<file path="src/rtl/next_hop_selector.sv">
// next_hop_selector: scans the neighbour table one entry per clock and picks
// the cheapest eligible next hop toward a sink, preferring neighbours outside
// the own cluster on cost ties. Sink / non-forwarding nodes skip the scan.
module next_hop_selector #(
  parameter int NUM_NEIGHBORS = 10,
  parameter int ID_W          = 5,
  parameter int COST_W        = 8,
  parameter int IDX_W         = 4
) (
  input  logic                            clock,
  input  logic                            reset,
  input  logic                            start,
  input  logic                            iam_sink,
  input  logic                            iam_forwarding,
  input  logic [ID_W-1:0]                 my_node_id,
  input  logic [ID_W-1:0]                 my_cluster_id,
  input  logic [NUM_NEIGHBORS*ID_W-1:0]   neighbor_ids,
  input  logic [NUM_NEIGHBORS*ID_W-1:0]   neighbor_clusters,
  input  logic [NUM_NEIGHBORS*COST_W-1:0] neighbor_costs,
  input  logic [NUM_NEIGHBORS-1:0]        neighbor_valid,
  output logic                            busy,
  output logic                            done,
  output logic                            found,
  output logic                            local_sink,
  output logic [ID_W-1:0]                 next_hop_id,
  output logic [COST_W-1:0]               best_cost,
  output logic [IDX_W-1:0]                best_index
);

  localparam int TBL_SIZE = 1 << IDX_W;

  localparam logic [1:0] IDLE = 2'd0;
  localparam logic [1:0] SCAN = 2'd1;
  localparam logic [1:0] DONE = 2'd2;

  localparam logic [COST_W-1:0] COST_INF = '1;
  localparam logic [IDX_W-1:0]  LAST_IDX = IDX_W'(NUM_NEIGHBORS - 1);

  // Unpacked views of the flattened tables, padded to the full index range
  // so that any idx value selects a defined (invalid) entry.
  logic [ID_W-1:0]   id_tbl      [TBL_SIZE];
  logic [ID_W-1:0]   cluster_tbl [TBL_SIZE];
  logic [COST_W-1:0] cost_tbl    [TBL_SIZE];
  logic              valid_tbl   [TBL_SIZE];

  genvar gi;
  generate
    for (gi = 0; gi < TBL_SIZE; gi++) begin : g_tbl
      if (gi < NUM_NEIGHBORS) begin : g_used
        assign id_tbl[gi]      = neighbor_ids[ID_W*gi +: ID_W];
        assign cluster_tbl[gi] = neighbor_clusters[ID_W*gi +: ID_W];
        assign cost_tbl[gi]    = neighbor_costs[COST_W*gi +: COST_W];
        assign valid_tbl[gi]   = neighbor_valid[gi];
      end else begin : g_pad
        assign id_tbl[gi]      = '0;
        assign cluster_tbl[gi] = '0;
        assign cost_tbl[gi]    = '0;
        assign valid_tbl[gi]   = 1'b0;
      end
    end
  endgenerate

  logic [1:0]        state_q, state_d;
  logic [IDX_W-1:0]  idx_q, idx_d;
  logic              bypass_q, bypass_d;
  logic              found_q, found_d;
  logic              local_sink_q, local_sink_d;
  logic [ID_W-1:0]   next_hop_id_q, next_hop_id_d;
  logic [COST_W-1:0] best_cost_q, best_cost_d;
  logic [IDX_W-1:0]  best_index_q, best_index_d;
  logic [ID_W-1:0]   best_cluster_q, best_cluster_d;

  logic [ID_W-1:0]   cur_id;
  logic [ID_W-1:0]   cur_cluster;
  logic [COST_W-1:0] cur_cost;
  logic              cur_valid;
  logic              eligible;
  logic [COST_W-1:0] cand_total;
  logic              better;

  // Evaluate the entry currently addressed by the scan index.
  always_comb begin
    cur_id      = id_tbl[idx_q];
    cur_cluster = cluster_tbl[idx_q];
    cur_cost    = cost_tbl[idx_q];
    cur_valid   = valid_tbl[idx_q];
    eligible    = cur_valid && (cur_id != my_node_id) && (cur_cost != COST_INF);
    // Cannot wrap: an all-ones cost is never eligible.
    cand_total  = cur_cost + COST_W'(1);
    better      = !found_q
               || (cand_total < best_cost_q)
               || ((cand_total == best_cost_q)
                   && (cur_cluster != my_cluster_id)
                   && (best_cluster_q == my_cluster_id));
  end

  // Next-state and result-update logic for the IDLE/SCAN/DONE controller.
  always_comb begin
    state_d        = state_q;
    idx_d          = idx_q;
    bypass_d       = bypass_q;
    found_d        = found_q;
    local_sink_d   = local_sink_q;
    next_hop_id_d  = next_hop_id_q;
    best_cost_d    = best_cost_q;
    best_index_d   = best_index_q;
    best_cluster_d = best_cluster_q;
    case (state_q)
      IDLE: begin
        if (start) begin
          found_d        = 1'b0;
          local_sink_d   = iam_sink;
          best_cost_d    = COST_INF;
          next_hop_id_d  = '0;
          best_index_d   = '0;
          best_cluster_d = '0;
          idx_d          = '0;
          // Sink and non-forwarding requests pass through SCAN for one
          // cycle without evaluating, so done lands on the first edge after
          // acceptance while busy covers both cycles.
          bypass_d       = iam_sink || !iam_forwarding;
          state_d        = SCAN;
        end
      end
      SCAN: begin
        if (bypass_q) begin
          state_d = DONE;
        end else begin
          if (eligible && better) begin
            found_d        = 1'b1;
            next_hop_id_d  = cur_id;
            best_cost_d    = cand_total;
            best_index_d   = idx_q;
            best_cluster_d = cur_cluster;
          end
          if (idx_q == LAST_IDX) begin
            state_d = DONE;
          end else begin
            idx_d = idx_q + IDX_W'(1);
          end
        end
      end
      DONE: begin
        state_d = IDLE;
      end
      default: begin
        state_d = IDLE;
      end
    endcase
  end

  // State and result registers; reset aborts any request immediately.
  always_ff @(posedge clock or posedge reset) begin
    if (reset) begin
      state_q        <= IDLE;
      idx_q          <= '0;
      bypass_q       <= 1'b0;
      found_q        <= 1'b0;
      local_sink_q   <= 1'b0;
      next_hop_id_q  <= '0;
      best_cost_q    <= COST_INF;
      best_index_q   <= '0;
      best_cluster_q <= '0;
    end else begin
      state_q        <= state_d;
      idx_q          <= idx_d;
      bypass_q       <= bypass_d;
      found_q        <= found_d;
      local_sink_q   <= local_sink_d;
      next_hop_id_q  <= next_hop_id_d;
      best_cost_q    <= best_cost_d;
      best_index_q   <= best_index_d;
      best_cluster_q <= best_cluster_d;
    end
  end

  assign busy        = (state_q == SCAN) || (state_q == DONE);
  assign done        = (state_q == DONE);
  assign found       = found_q;
  assign local_sink  = local_sink_q;
  assign next_hop_id = next_hop_id_q;
  assign best_cost   = best_cost_q;
  assign best_index  = best_index_q;

endmodule

</file>
<file path="config.mk">
export PLATFORM = sky130hd
export DESIGN_NAME = next_hop_selector
export DESIGN_NICKNAME = d
export VERILOG_FILES = /design/src/rtl/next_hop_selector.sv
export SDC_FILE = /design/constraint.sdc
export NUM_CORES = 1
export LEC_CHECK = 0
export ABC_CLOCK_PERIOD_IN_PS = 5750
export CAP_MARGIN = 40
export CORE_ASPECT_RATIO = 0.5
export CORE_MARGIN = 2
export CORE_UTILIZATION = 40
export DETAILED_ROUTE_END_ITERATION = 16
export PLACE_DENSITY = 0.85
export SYNTH_ARGS = -nofsm -noshare
export SYNTH_HDL_FRONTEND = slang
export SYNTH_SLANG_ARGS = --single-unit
</file>
<file path="constraint.sdc">
create_clock -name clock -period 5.75 [get_ports clock]
set_input_delay 1.15 -clock clock [delete_from_list [all_inputs] [get_ports clock]]
set_output_delay 1.15 -clock clock [all_outputs]
set_load 0.02 [all_outputs]
</file>
Word-level counts from Yosys, hierarchy flattened
Index checks and enable logic that the tools add are counted.

Register bits after elaboration: 31. Output and inout bits: 21. Word-level logic and storage cells: 82.

Bitwise operators: 1. Order comparisons: 2. Reduce and logical (&&, ||, !) cells: 17. Equal/unequal tests: 13. Mux-type cells: 38. $add $sub $neg: 2.

Operators with widths (number): 5-bit two-way mux (9); 5-bit binary-select mux with 4-bit select (2); 8-bit two-way mux (5); 8-bit binary-select mux with 4-bit select (1); 4-bit two-way mux (5); 5-bit one-hot mux with 2 select lines (2); 4-bit one-hot mux with 2 select lines (2); 8-bit one-hot mux with 2 select lines (1); 5-bit inequality test (2); 8-bit by 1-bit adder with 8-bit output, second input constant (1); 8-bit == test (1); 8-bit less-than comparator (1); 2-bit inequality test, second input constant (4); 8-bit inequality test, second input constant (1); 4-bit AND reduction (2); 2-bit two-way mux (3); 5-bit == test (1); 5-bit greater-or-equal comparator, second input constant (1); 1-bit logical AND (5); 1-bit two-way mux (5); 4-bit NOT with 5-bit output (1); 4-bit by 1-bit adder with 4-bit output, second input constant (1); 1-bit binary-select mux with 4-bit select (1); 4-bit == test, second input constant (1); 10 further kinds (15).

Depth between registers and ports, before layout
Word-level depth: 13. Mapped depth: 21. Gate-level depth less buffers: 14.

Worst setup path after synthesis
OpenSTA, ideal clock, no wires.

Path kind: in2reg. Start: input neighbor_costs[8]. End: register best_index_q[0] (netlist: best_index[0]). Required time: 5627 ps. Setup time: 123 ps. Path slack: 1417 ps. Buffers on the path: 2. Stages: 16. Arrival time: 4211 ps. Cell sequence: mux4_1 -> a22oi_1 -> o21a_1 -> inv_1 -> ha_1 -> and2b_1 -> nor2b_1 -> xnor2_1 -> ha_1 -> and3_1 -> nand3_1 -> a2111oi_1 -> o21ai_2 -> buf_6 -> buf_12 -> mux2i_1.

Cells in the longest elaborated chain, start to end: 11.

Ends and longest elaborated chain: start: declaration (line 19) `input logic [NUM_NEIGHBORS*COST_W-1:0] neighbor_costs,`; 8-bit binary-select mux with 4-bit select (*) (line 85) `cur_cost = cost_tbl[idx_q];`; 8-bit two-way mux (implied by the code) (*) (2 in series) (line 85); branches (longest 5 deep; another with 8-bit by 1-bit adder with 8-bit output); 1-bit logical AND (*) (line 129) `if (eligible && better) begin`; 2-bit inequality test (no line) (*); 4-bit AND reduction (no line) (*); end signal: assignment (line 172) `best_index_q <= best_index_d;`; end: declaration (line 70) `logic [IDX_W-1:0] best_index_q, best_index_d;`.

Mark *: on every way between the ends. The select of a mux whose other input is x is not followed. A chain may end at the register's enable or synchronous reset.

Worst setup path in the final report
Start: input neighbor_costs[8]. End: register next_hop_id_q[3] (netlist: next_hop_id[3]).

Cells in the longest elaborated chain, start to end: 11.

Ends and longest elaborated chain: 8-bit binary-select mux with 4-bit select (*) (line 85); 8-bit two-way mux (implied by the code) (*) (2 in series) (line 85); branches (longest 5 deep; another with 8-bit by 1-bit adder with 8-bit output); 1-bit logical AND (*) (line 129); 2-bit inequality test (no line) (*); 4-bit AND reduction (no line) (*); end signal: assignment (line 170) `next_hop_id_q <= next_hop_id_d;`; end: declaration (line 68) `logic [ID_W-1:0] next_hop_id_q, next_hop_id_d;`.

Marked as above.

==> flow_summary.ini <==
[critical_path]
cp-start-kind = primary input
crit_path_frequent_cell = ha_1
r2r_slack_ns = 0.87
critPathBufInv = 3
arrival_ns = 5.33
path_max_fanout = 14
path_cells = clkdlybuf4s50_1 -> mux4_1 -> a22oi_1 -> o21a_1 -> inv_1 -> ha_1 -> and2b_1 -> nor2b_1 -> xnor2_1 -> ha_1 -> and3_1 -> nand3_1 -> a2111oi_1 -> o21ai_2 -> buf_4 -> mux2i_1
path_class = primary input to flop
cpMaxStageDelayCell = a2111oi_1
critical_path.top_delay_family = compound AO/OA/AOI/OAI gates
cpPeakStageDelay_ns = 0.71
r2r-end = next_hop_id[3]
worst_r2r_path_depth = 14
required_ns = 5.91
reg2reg_from = idx_q[0]
endpoint_kind = flop

[synth]
synth-seq-cells = 31
synth_top_area_cell = mux2i_1
synth_edf_count = 0
synthFlopType = dfrtp_1
synth_cells = 409
ys_types = 62
netlist.area_leader.share_pct = 17.9
syn_nets = 628
synth_common_cells = mux2i_1, nand2_1, nor2_1
yosysMostFrequentCell = mux2i_1
async_flop_share_pct = 100
synth.avg_cell_area_um2 = 9.73
netlist_top_cells_area = mux2i_1, dfrtp_1, mux4_2
yosys_warnings = 0
yosysSeqAreaShare_pct = 19.7
netlist_area_mm2 = 0.00398

[global_route]
overflow = 0
grt_max_degree = 36
grt_usage_pct = 25.9
met2_usage_pct = 49.1
grt_pass1_wl_um = 21900
use_met3_pct = 5.15
grt_pass1_vias = 4159
antenna_found_initial = 0
met1_usage_pct = 31.3
gr-max-usage-layer = met2

[clock_tree]
cts_resized = 0
cts_tree = yes
clk_pin_slew_ns = 0.05
cts_hold_buf = 0
insertion_delay_ns = 0.28
cts-root-buf = clkbuf_16
clk_path_buf_depth = 2
clock-sinks = 31
htree_levels = 2
numCtsBuffers = 5
cts_setup_buffers = 0

[detailed_routing]
wirelength_um = 13800
wl_per_cell_um = 18.2
drt-initial-drc-count = 206
dr_total_vias = 4088
post-route-drc-count = 0
antenna_left = 0
first_pass_iters = 5
via_per_inst = 5.39

[floorplanning]
ioPinCount = 226
core_area_mm2 = 0.00957
die_height_um = 74.5
dieArea_mm2 = 0.0108
std_cell_rows = 25
die_w_um = 145
start_util_pct = 41.6

[sta]
slew_viol_final = 0
whs_ns = 0.509
timing.fmax_mhz = 193
setup_violations = 0
slew_headroom_pct = 39.6
tightest_slew_ns = 0.905
skew_ns = 0.00457
finalCritPeriodShare_pct = 89.9
period_minus_slack_ns = 5.17
rsz0062_at_grt = false
tns_ns = 0
hold_viol_final = 0

[final_layout]
finalNetCount = 841
final_core_util_pct = 66.0
antenna_cells = 0
final_cells = 758
drive_gt1_share_pct = 9.79
fill_cells = 793
area_growth_pct = 58.7

[run]
maxCapViolCount = 0

[pwr]
p_leak_uw = 0.00256
intPower_uw = 1120
power.switching_uw = 779
clock_power_share_pct = 13.8
ir_worst_vdd_v = 0.000188
seqPwrFrac_pct = 20.8
cellPowerDensity_mw_per_mm2 = 301
switching_share_pct = 41.0
combPwrFrac_pct = 65.4

[place]
dpl.hpwl_um = 11500
port_buffers = 225
post-place-cells = 750
gp_routability_congestion = 0.867

[outcome]
status = complete, no violations

[min_path]
whs_path_depth = 1
worstHoldStart = local_sink
hp-class = flop to flop
hold-path-endpoint = local_sink
[worst reg2reg max path, stage by stage (launching register included)]
cell	delay, ns
dfrtp_4	0.80
buf_4	0.42
mux2i_1	0.19
a221o_1	0.32
o22a_2	0.26
nor4_1	0.36
nand2_1	0.12
xnor2_1	0.17
ha_1	0.33
nand3_1	0.11
nand2b_1	0.16
a2111oi_1	0.66
o21ai_2	0.42
buf_4	0.31
mux2i_1	0.13
[kinds of logic (layout without fill, tap and decap cells)]
| family | count (synthesis) | after routing | share of synthesized area [%] |
|---|---|---|---|
| and+or+nand+nor | 122 | 122 | 14.8 |
| adders and majority gates | 14 | 14 | 4.40 |
| xor gates and xnor gates | 16 | 16 | 3.52 |
| AOI/OAI and AO/OA | 83 | 83 | 16.5 |
| DFF | 31 | 31 | 19.7 |
| buffers and inverters | 44 | 258 | 9.18 |
| muxes | 99 | 99 | 31.9 |
[layer usage]
metal	wire [um]	vias to the layer above
met3	637	16
li1	-	1956
met5	0	-
met2	7050	116
met4	187	0
met1	5920	2000
[cell usage in the layout (no fill, tap or decap), drive strengths merged, types with 3 or more instances in the layout]
cell type / count
a221oi: 8
mux2: 9
nand2: 47
o22a: 7
a21oi: 7
xnor2: 13
inv: 15
dfstp: 8
and2b: 7
nor3: 3
nor4: 3
ha: 14
nand3: 5
mux4: 19
a221o: 9
buf: 9
a22oi: 7
nor2: 30
nor2b: 9
nand2b: 5
clkbuf: 7
dfrtp: 23
a21bo: 3
a21o: 3
o21ai: 17
o21a: 5
xor2: 3
mux2i: 71
clkdlybuf4s50: 225
o22ai: 5
[cell type report]
class / instances / area (um^2) / share of cell area (%)
clock buffer: 7 / 143 / 2.26
clock inverter: 1 / 5.00 / 0.0793
inverter: 16 / 60.1 / 0.951
multi-input combinational: 334 / 2830 / 44.8
sequential: 31 / 790 / 12.5
tap: 135 / 169 / 2.67
timing repair buffer: 234 / 2320 / 36.7
[registers in the layout, summed over array words and instances (netlist names)]
name / count
best_cost: 8
best_cluster_q: 5
next_hop_id: 5
best_index: 4
idx_q: 4
state_q: 2
bypass_q: 1
found: 1
local_sink: 1
[power by group through the flow]
stage	registers, uW	logic, uW	clock network, uW
2_1_floorplan	401	887	0
3_3_place_gp	399	1210	0
3_5_place_dp	400	1230	0
4_1_cts	397	1240	265
5_1_grt	408	1350	276
6_report	396	1240	262
[worst max-delay path by stage]
stage | startpoint | endpoint | slack, ns | cells after the start
after floorplan | neighbor_costs[8] | best_index[0] | 1.42 | 16
after global placement | neighbor_costs[8] | next_hop_id[3] | 0.55 | 16
after detailed placement | neighbor_costs[8] | next_hop_id[3] | 0.39 | 16
after CTS | neighbor_costs[8] | next_hop_id[3] | 0.65 | 16
after global routing | neighbor_costs[8] | next_hop_id[3] | 0.23 | 16
final | neighbor_costs[8] | next_hop_id[3] | 0.58 | 16
[through the flow]
stage	power (uW)	instance area (um^2)	setup WS (ns)
after detailed placement	1630	6170	0.391
after CTS	1900	6310	0.655
after global routing	2040	6310	0.226
final	1900	6310	0.579
after global placement	1610	6170	0.551
after floorplan	1290	3980	1.42
Note: power is estimated with default switching activity, not from simulation.
